[config.mk]
export PLATFORM = sky130hd
export DESIGN_NAME = f32_add_arbiter
export DESIGN_NICKNAME = d
export VERILOG_FILES = /design/src/rtl/f32_add_arbiter.sv
export SDC_FILE = /design/constraint.sdc
export NUM_CORES = 1
export LEC_CHECK = 0
export CELL_PAD_IN_SITES_DETAIL_PLACEMENT = 1
export CELL_PAD_IN_SITES_GLOBAL_PLACEMENT = 1
export CORE_ASPECT_RATIO = 2
export CORE_MARGIN = 2
export CORE_UTILIZATION = 29
export CTS_BUF_LIST = sky130_fd_sc_hd__clkbuf_16
export CTS_CLUSTER_SIZE = 16
export DETAILED_ROUTE_END_ITERATION = 10
export PLACE_DENSITY_LB_ADDON = 0.12
export SYNTH_ARGS = -nofsm -noshare
export SYNTH_HDL_FRONTEND = slang
export SYNTH_SLANG_ARGS = --single-unit
[constraint.sdc]
create_clock -name clk -period 9.3 [get_ports clk]
set_input_delay 2.79 -clock clk [delete_from_list [all_inputs] [get_ports clk]]
set_output_delay 2.79 -clock clk [all_outputs]
set_load 0.03 [all_outputs]
[src/rtl/f32_add_arbiter.sv]
// ---------------------------------------------------------------------------
// f32_add_arbiter
//
// Shares one externally instantiated, fully pipelined f32 adder among
// NUM_REQ requesters. Each cycle at most one request is granted using a
// round-robin scan that starts at rr_ptr. The granted operands are
// registered onto add_a/add_b, and a {valid, tag} token travels down a
// shift pipeline that lines up with the adder latency. When the token
// reaches the end, the adder result is registered onto resp_data and the
// matching resp_valid bit pulses for one cycle.
//
// Ports
//   clk        : single clock, all state on the rising edge
//   rst        : synchronous, active-high reset
//   req_valid  : per-requester request valid            [NUM_REQ]
//   req_a      : operand a, requester i at [32*i +: 32] [NUM_REQ*32]
//   req_b      : operand b, same packing                [NUM_REQ*32]
//   req_ready  : one-hot grant                          [NUM_REQ]
//   resp_valid : one-cycle result pulse per requester   [NUM_REQ]
//   resp_data  : f32 sum, meaningful while resp_valid != 0
//   add_a      : registered operand a to the adder
//   add_b      : registered operand b to the adder
//   add_out    : adder result, ADD_LATENCY cycles after add_a/add_b
//   in_flight  : accepted ops whose response pulse has not finished
//
// Handshake: a request transfers in a cycle where req_valid[i] and
// req_ready[i] are both high. req_ready never depends on anything except
// req_valid, rr_ptr and rst, so a requester may drop req_valid at any time
// before its transfer; once it transfers it sees its result exactly
// ADD_LATENCY+2 cycles later. Responses cannot be back-pressured.
// ---------------------------------------------------------------------------
module f32_add_arbiter #(
    parameter int NUM_REQ     = 4,
    parameter int ADD_LATENCY = 3
) (
    input  logic                               clk,
    input  logic                               rst,
    input  logic [NUM_REQ-1:0]                 req_valid,
    input  logic [NUM_REQ*32-1:0]              req_a,
    input  logic [NUM_REQ*32-1:0]              req_b,
    output logic [NUM_REQ-1:0]                 req_ready,
    output logic [NUM_REQ-1:0]                 resp_valid,
    output logic [31:0]                        resp_data,
    output logic [31:0]                        add_a,
    output logic [31:0]                        add_b,
    input  logic [31:0]                        add_out,
    output logic [$clog2(ADD_LATENCY+3)-1:0]   in_flight
);

    localparam int IDX_W = $clog2(NUM_REQ);
    localparam int CNT_W = $clog2(ADD_LATENCY + 3);

    // Unpacked views of the operand buses, indexed by requester.
    logic [31:0] op_a [NUM_REQ];
    logic [31:0] op_b [NUM_REQ];

    for (genvar g = 0; g < NUM_REQ; g++) begin : g_unpack
        assign op_a[g] = req_a[32*g +: 32];
        assign op_b[g] = req_b[32*g +: 32];
    end

    logic [IDX_W-1:0] rr_ptr;
    logic [IDX_W-1:0] grant_idx;
    logic             grant_found;
    logic [IDX_W-1:0] ptr_next;
    logic             transfer;
    int               scan_idx;
    logic [IDX_W-1:0] scan_sel;

    // Tag pipeline: stage 0 is written on the same edge as add_a/add_b, so
    // stage ADD_LATENCY is valid exactly when add_out holds that op's sum.
    logic [ADD_LATENCY:0] stage_valid;
    logic [IDX_W-1:0]     stage_tag [ADD_LATENCY+1];

    logic [NUM_REQ-1:0]   resp_next;
    logic                 resp_any;

    // Round-robin scan: first valid requester at or after rr_ptr, wrapping.
    always_comb begin
        grant_found = 1'b0;
        grant_idx   = '0;
        scan_idx    = 0;
        scan_sel    = '0;
        for (int k = 0; k < NUM_REQ; k++) begin
            scan_idx = int'(rr_ptr) + k;
            if (scan_idx >= NUM_REQ) begin
                scan_idx = scan_idx - NUM_REQ;
            end
            scan_sel = IDX_W'(scan_idx);
            if (!grant_found && req_valid[scan_sel]) begin
                grant_found = 1'b1;
                grant_idx   = scan_sel;
            end
        end
    end

    always_comb begin
        req_ready = '0;
        if (grant_found && !rst) begin
            req_ready[grant_idx] = 1'b1;
        end
    end

    assign transfer = |(req_valid & req_ready);
    assign ptr_next = (grant_idx == IDX_W'(NUM_REQ - 1)) ? '0 : grant_idx + 1'b1;

    always_comb begin
        resp_next = '0;
        if (stage_valid[ADD_LATENCY]) begin
            resp_next[stage_tag[ADD_LATENCY]] = 1'b1;
        end
    end

    // An op stops counting on the edge that ends its response pulse.
    assign resp_any = |resp_valid;

    always_ff @(posedge clk) begin
        if (rst) begin
            rr_ptr      <= '0;
            add_a       <= '0;
            add_b       <= '0;
            stage_valid <= '0;
            for (int k = 0; k <= ADD_LATENCY; k++) begin
                stage_tag[k] <= '0;
            end
            resp_valid  <= '0;
            resp_data   <= '0;
            in_flight   <= '0;
        end else begin
            if (transfer) begin
                rr_ptr <= ptr_next;
                add_a  <= op_a[grant_idx];
                add_b  <= op_b[grant_idx];
            end

            stage_valid[0] <= transfer;
            stage_tag[0]   <= grant_idx;
            for (int k = 1; k <= ADD_LATENCY; k++) begin
                stage_valid[k] <= stage_valid[k-1];
                stage_tag[k]   <= stage_tag[k-1];
            end

            resp_valid <= resp_next;
            resp_data  <= add_out;

            case ({transfer, resp_any})
                2'b10:   in_flight <= in_flight + CNT_W'(1);
                2'b01:   in_flight <= in_flight - CNT_W'(1);
                default: in_flight <= in_flight;
            endcase
        end
    end

endmodule

==> results of run 1 <==
## final cells by class
cell class	instances	area share [%]
inverter	9	0.3279
tap	283	3.093
timing repair buffer	414	35.85
clock inverter	14	1.749
sequential	117	20.46
antenna	3	0.06557
clock buffer	17	3.716
multi-input combinational	532	34.74
## state kept, by name, indices dropped and copies added, names as in the netlist
name / count
rr_ptr: 2
stage_tag: 8
add_b: 32
resp_valid: 4
resp_data: 32
add_a: 32
in_flight: 3
stage_valid: 4
## final timing paths
kind	endpoint	slack [ns]	depth (start not counted)
worst max-delay path	req_ready[3]	1.40	8
worst min-delay path	stage_tag[0][2]$_SDFF_PP0_	0.43	1
worst max register to register	in_flight[2]$_SDFFE_PP0P_	5.30	13
worst min register to register	stage_tag[0][2]$_SDFF_PP0_	0.43	1
## cell usage after synthesis, types with 2 or more instances
cell	count
and3_1	64
o21a_1	129
nor2_1	8
o21ai_0	2
ha_1	2
buf_2	18
inv_1	6
nor2b_1	43
inv_2	3
o31ai_1	65
clkbuf_1	79
buf_1	3
xor2_1	2
a21oi_1	4
nor3_1	3
buf_4	2
nand2b_1	2
nor4bb_1	2
dfxtp_1	117
a41oi_1	64
a211oi_1	128
## metrics by stage
step           total power [uW]  util [%]  std cells
3_3_place_gp               2287     46.96       1355
2_1_floorplan              1666         -        761
3_5_place_dp               2310     46.96       1355
6_report                   2999     49.71       1389
5_1_grt                    3163     49.70       1388
4_1_cts                    3037     49.68       1386
## cells by family (layout without fill, tap and decap cells)
family	count (synthesis)	in the layout	share of synthesized area [%]
AND/OR/NAND/NOR	128	128	11.68
AO/OA/AOI/OAI	399	399	45.89
buffers and inverters	112	454	6.786
XOR/XNOR	2	2	0.2596
flip-flops	117	117	34.71
adder cells (fa/ha/maj)	3	3	0.6675
other	0	3	0
## power groups by stage
stage | clock (uW) | sequential (uW) | combinational (uW)
3_3_place_gp | 0 | 757 | 1530
3_5_place_dp | 0 | 769 | 1540
2_1_floorplan | 0 | 1040 | 629
4_1_cts | 727 | 761 | 1550
6_report | 710 | 761 | 1530
5_1_grt | 747 | 783 | 1630
## worst max-delay path: cells and delay by family
kind | cells | cell delay [ns]
AOI/OAI and AO/OA | 1 | 0.38
adders and majority gates | 1 | 0.18
and+or+nand+nor | 3 | 0.35
buffers and inverters | 3 | 1.41
## layer usage
metal | routed length [um] | global-route usage [%] | up-vias
met5 | 0 | 0 | -
met4 | 798 | 8.230 | 0
met3 | 2280 | 7.398 | 38
met2 | 14380 | 39.11 | 306
met1 | 12130 | 27.52 | 3694
li1 | - | - | 3676
==> flow_metrics.py, run 1 <==
metrics = {
    "power_and_ir_drop": {
        "ir_drop_v": 0.0002438,
        "p_seq_share_pct": 25.4,
        "p_switching_uw": 1271,
        "p_int_uw": 1728,
        "pwr-share-comb_pct": 51.0,
        "powerDensity_nw_per_um2": 262.0,
        "p_sw_share_pct": 42.38,
        "leakage_uw": 0.004149,
        "p_clk_share_pct": 23.7,
    },
    "critical_path": {
        "startpoint": "req_valid[3]",
        "critPathLaunchType": "input port",
        "path_class": "in2out",
        "path_common_cell": "clkdlybuf4s50_1",
        "path_cells": "clkdlybuf4s50_1, nor2_1, a2111oi_4, nor2_4, inv_1, ha_1, and2_1, clkdlybuf4s50_1",
        "r2r-start": "rr_ptr[0]$_SDFFE_PP0P_",
        "arrival_ns": 5.11,
        "required_ns": 6.51,
        "slowest_delay_ns": 0.66,
        "slowest_stage": "clkdlybuf4s50_1",
        "crit_fanout": 5,
        "crit_path_end_kind": "output pin",
    },
    "die": {
        "dieWidth_um": 111.9,
        "chipHeight_um": 219.7,
        "initial_core_util_pct": 29.30,
        "die_area_sq_um": 24580,
        "core_area_sq_um": 23030,
        "ios": 401,
        "num_rows": 79,
    },
    "final_layout": {
        "regArea_sq_um": 2342,
        "nFillCells": 2632,
        "drive_gt1_share_pct": 5.168,
        "syn_to_final_growth_pct": 69.66,
        "layout_common_cells": "399 x clkdlybuf4s50_1, 128 x o21a_1, 128 x a211oi_1",
        "final_area_sq_um": 11450,
        "mostFrequentLayoutCell": "clkdlybuf4s50_1",
        "multiInputGateArea_sq_um": 3978,
        "nets": 1388,
    },
    "job": {
        "max_cap_viol_count": 0,
    },
    "clocking": {
        "cts_max_path_buffers": 2,
        "numCtsBuffers": 17,
        "cts_tree": "done",
        "path_clk_slew_ns": 0.05,
        "cts_htree_levels": 4,
        "cts_resized": 0,
        "clock_sinks": 117,
        "postCtsSetupBuffers": 0,
        "clk_latency_ns": 0.43,
        "cts-root-buf": "clkbuf_16",
        "postCtsHoldBufs": 0,
    },
    "global_routing": {
        "grt.overflow.total": 0,
        "antenna_found_initial": 4,
        "grt_pass1_wl_um": 44950,
        "grt_pass1_vias": 7857,
        "grt_usage_pct": 23.16,
        "grt_max_degree": 80,
    },
    "placed_design": {
        "dp_hpwl_um": 20560,
        "placement.io_buffers": 400,
        "dpl_cell_area_sq_um": 10820,
        "place_congestion": 0.8372,
        "place_ws_ns": 1.392,
    },
    "routing": {
        "via_per_inst": 5.554,
        "drtPass1Iterations": 4,
        "totalWireLength_um": 29590,
        "drc": 0,
        "vias": 7714,
        "drtAntennaViolNets": 0,
        "routedWlPerCell_um": 21.30,
        "drtIter0Drc": 386,
    },
    "yosys": {
        "yosys_warnings": 0,
        "synth_top_area_cell": "dfxtp_1",
        "synth_top_cells_by_area": "dfxtp_1 35%, o21a_1 14%, a211oi_1 14%, a41oi_1 8.3%, o31ai_1 7.2%",
        "synth_nets": 1058,
        "mappedNetlistArea_sq_um": 6748,
        "synthCells": 761,
        "synth_cell_type_count": 36,
        "ys_seq_area_share_pct": 34.71,
        "postSynthAreaPerCell_sq_um": 8.867,
        "synth_top_area_share_pct": 34.71,
        "synth_seq_cells": 117,
        "synth_edf_count": 0,
        "ys.flop_type": "dfxtp_1",
        "async_flop_share_pct": 0,
    },
    "sta": {
        "period_share_pct": 85.00,
        "hold_viol_final": 0,
        "fin_ws_ns": 1.395,
        "fin_crit_ns": 7.905,
        "fin_hold_ws_ns": 0.4348,
        "setup_viol": 0,
        "rsz0062_at_grt": "no",
        "tightest_slew_ns": 0.9109,
        "max-slew-margin-rel_pct": 39.27,
        "slew_violations": 0,
        "setup_tns_ns": 0,
        "skew_ns": 0.006011,
        "timing.fmax_ghz": 0.1265,
    },
    "run_status": {
        "status": "complete, no violations",
    },
    "worst_hold_path": {
        "hold_start": "stage_tag[0][0]$_SDFF_PP0_",
        "hp-class": "reg2reg",
    },
}
(Power assumes the default switching activity.)
==> run 2, diff against run 1 <==
--- a/config.mk
+++ b/config.mk
@@ -9,7 +9,7 @@
 export CELL_PAD_IN_SITES_GLOBAL_PLACEMENT = 1
 export CORE_ASPECT_RATIO = 2
 export CORE_MARGIN = 2
-export CORE_UTILIZATION = 29
+export CORE_UTILIZATION = 27
 export CTS_BUF_LIST = sky130_fd_sc_hd__clkbuf_16
 export CTS_CLUSTER_SIZE = 16
 export DETAILED_ROUTE_END_ITERATION = 10
==> constraint.sdc (replaced) <==
create_clock -name clk -period 7.7 [get_ports clk]
set_input_delay 2.31 -clock clk [delete_from_list [all_inputs] [get_ports clk]]
set_output_delay 2.31 -clock clk [all_outputs]
set_load 0.03 [all_outputs]
==> flow_metrics.py, run 2 (synthesis gave the netlist of run 1 again) <==
metrics = {
    "run_status": {
        "status": "complete, no violations",
    },
    "clocking": {
        "numCtsBuffers": 17,
        "path_clk_slew_ns": 0.06,
        "cts_resized": 0,
        "cts_max_path_buffers": 2,
        "cts_htree_levels": 4,
        "postCtsHoldBufs": 0,
        "clk_latency_ns": 0.43,
        "cts_tree": "done",
        "cts-root-buf": "clkbuf_16",
        "postCtsSetupBuffers": 0,
        "clock_sinks": 117,
    },
    "global_routing": {
        "grt_busiest_layer": "met2",
        "grt_usage_pct": 24.02,
        "use_met2_pct": 44.69,
        "antenna_found_initial": 6,
        "grtUsageMet1_pct": 24.23,
        "grt_use_met3_pct": 6.230,
        "grt_pass1_wl_um": 47660,
        "grt_max_degree": 105,
        "grt.overflow.total": 0,
        "grt_pass1_vias": 8274,
    },
    "placed_design": {
        "place_congestion": 0.8026,
        "place_ws_ns": 0.6834,
        "dp.cells": 1405,
        "placement.io_buffers": 400,
        "dp_hpwl_um": 22560,
    },
    "die": {
        "initial_core_util_pct": 27.51,
        "chipHeight_um": 227.6,
        "ios": 401,
        "core_area_sq_um": 24530,
        "dieWidth_um": 115.8,
        "num_rows": 81,
        "die_area_sq_um": 26350,
    },
    "sta": {
        "max-slew-margin-rel_pct": 35.85,
        "period_share_pct": 90.74,
        "fin_ws_ns": 0.7132,
        "timing.fmax_ghz": 0.1431,
        "rsz0062_at_grt": "no",
        "hold_viol_final": 0,
        "skew_ns": 0.005623,
        "setup_viol": 0,
        "tightest_slew_ns": 0.9622,
        "slew_violations": 0,
        "fin_crit_ns": 6.987,
        "setup_tns_ns": 0,
    },
    "power_and_ir_drop": {
        "pwr-share-comb_pct": 52.1,
        "leakage_uw": 0.004132,
        "powerDensity_nw_per_um2": 314.0,
        "p_switching_uw": 1584,
        "p_int_uw": 2020,
        "p_seq_share_pct": 25.8,
        "p_clk_share_pct": 22.0,
        "p_sw_share_pct": 43.94,
        "ir_drop_v": 0.0001555,
    },
    "final_layout": {
        "nFillCells": 2817,
        "mostFrequentLayoutCell": "clkdlybuf4s50_1",
        "syn_to_final_growth_pct": 70.07,
        "nets": 1389,
        "final_cells": 1443,
        "drive_gt1_share_pct": 5.520,
        "layout_common_cells": "397 x clkdlybuf4s50_1, 128 x o21a_1, 128 x a211oi_1",
        "top_regs": "add_a: 32 flops, add_b: 32 flops, resp_data: 32 flops",
    },
    "routing": {
        "drtPass1Iterations": 4,
        "totalWireLength_um": 32440,
        "drtIter0Drc": 266,
        "vias": 7892,
        "drc": 0,
        "drtAntennaViolNets": 0,
        "routedWlPerCell_um": 22.48,
        "via_per_inst": 5.469,
    },
    "critical_path": {
        "crit_fanout": 5,
        "path_cells": "clkdlybuf4s50_1, nor2_1, a2111oi_4, nor2_4, inv_1, ha_1, and2_1, clkdlybuf4s50_1",
        "crit_path_end_kind": "output pin",
        "path_class": "in2out",
        "path_buf_inv": 3,
        "slowest_stage": "clkdlybuf4s50_1",
        "worstReg2RegEnd": "in_flight[2]$_SDFFE_PP0P_",
        "path_common_cell": "clkdlybuf4s50_1",
        "crit_path_end": "req_ready[3]",
        "cpLargestDelayFamily": "buffers and inverters",
        "startpoint": "req_valid[3]",
        "r2r-start": "rr_ptr[0]$_SDFFE_PP0P_",
        "path_depth": 8,
        "required_ns": 5.39,
        "rr_worst_depth": 12,
        "critPathLaunchType": "input port",
        "slowest_delay_ns": 0.67,
        "r2r_slack_ns": 4.35,
        "arrival_ns": 4.68,
    },
    "job": {
        "max_cap_viol_count": 0,
    },
    "worst_hold_path": {
        "hp-class": "reg2reg",
    },
}
==> run 2: changes by cell type in the layout (fill, tap and decap cells not counted), sizes merged <==
cell	previous run	this run
buf	15	18
bufinv	4	2
clkdlybuf4s50	399	397
clkinv	4	7
clkinvlp	3	5
diode	3	6
inv	12	10
==> run 2: how the worst min path moves through the flow <==
stage / cells past startpoint / from / endpoint
2_1_floorplan: 1 / stage_tag[0][0]$_SDFF_PP0_ / stage_tag[0][2]$_SDFF_PP0_
3_3_place_gp: 1 / stage_valid[2]$_SDFF_PP0_ / stage_valid[3]$_SDFF_PP0_
3_5_place_dp: 1 / stage_valid[2]$_SDFF_PP0_ / stage_valid[3]$_SDFF_PP0_
4_1_cts: 1 / stage_valid[2]$_SDFF_PP0_ / stage_valid[3]$_SDFF_PP0_
5_1_grt: 1 / stage_valid[2]$_SDFF_PP0_ / stage_valid[3]$_SDFF_PP0_
6_report: 1 / stage_valid[2]$_SDFF_PP0_ / stage_valid[3]$_SDFF_PP0_
==> run 2: power by group through the flow <==
stage / logic, uW / clock network (uW) / registers (uW)
3_5_place_dp: 1900 / 0 / 943
4_1_cts: 1910 / 814 / 932
2_1_floorplan: 760 / 0 / 1250
3_3_place_gp: 1890 / 0 / 929
6_report: 1880 / 794 / 931
5_1_grt: 2000 / 841 / 956
==> run 2: stage by stage <==
step | power [uW] | area (sq um) | hold WS [ns] | util [%]
6_report | 3604 | 11480 | 0.4398 | 46.79
5_1_grt | 3799 | 11480 | 0.4568 | 46.79
4_1_cts | 3652 | 11460 | 0.4434 | 46.73
3_5_place_dp | 2841 | 10880 | 0.4328 | 44.36
3_3_place_gp | 2820 | 10880 | 0.4166 | 44.36
2_1_floorplan | 2012 | 6748 | 0.4138 | -
==> run 2: routing by layer <==
layer,part of all wire [%],vias up
met5,0,-
met4,3.8,0
met3,6.7,54
met2,54,328
met1,35,3823
li1,-,3687
==> run 2: cell type report <==
class / count / area [sq um] / area share (%)
inverter: 9 / 37.54 / 0.3271
clock inverter: 15 / 156.4 / 1.363
tap: 332 / 415.4 / 3.620
clock buffer: 17 / 425.4 / 3.707
timing repair buffer: 415 / 4106 / 35.78
multi-input combinational: 532 / 3978 / 34.66
antenna: 6 / 15.01 / 0.1308
sequential: 117 / 2342 / 20.41
==> run 2: worst reg2reg max path, delay by kind of cell (launching register included) <==
kind / cells / cell delay [ns]
AOI/OAI and AO/OA: 4 / 0.91
and+or+nand+nor: 2 / 0.42
buffers and inverters: 3 / 0.87
adders and majority gates: 2 / 0.58
DFF: 1 / 0.35
xor gates and xnor gates: 1 / 0.16
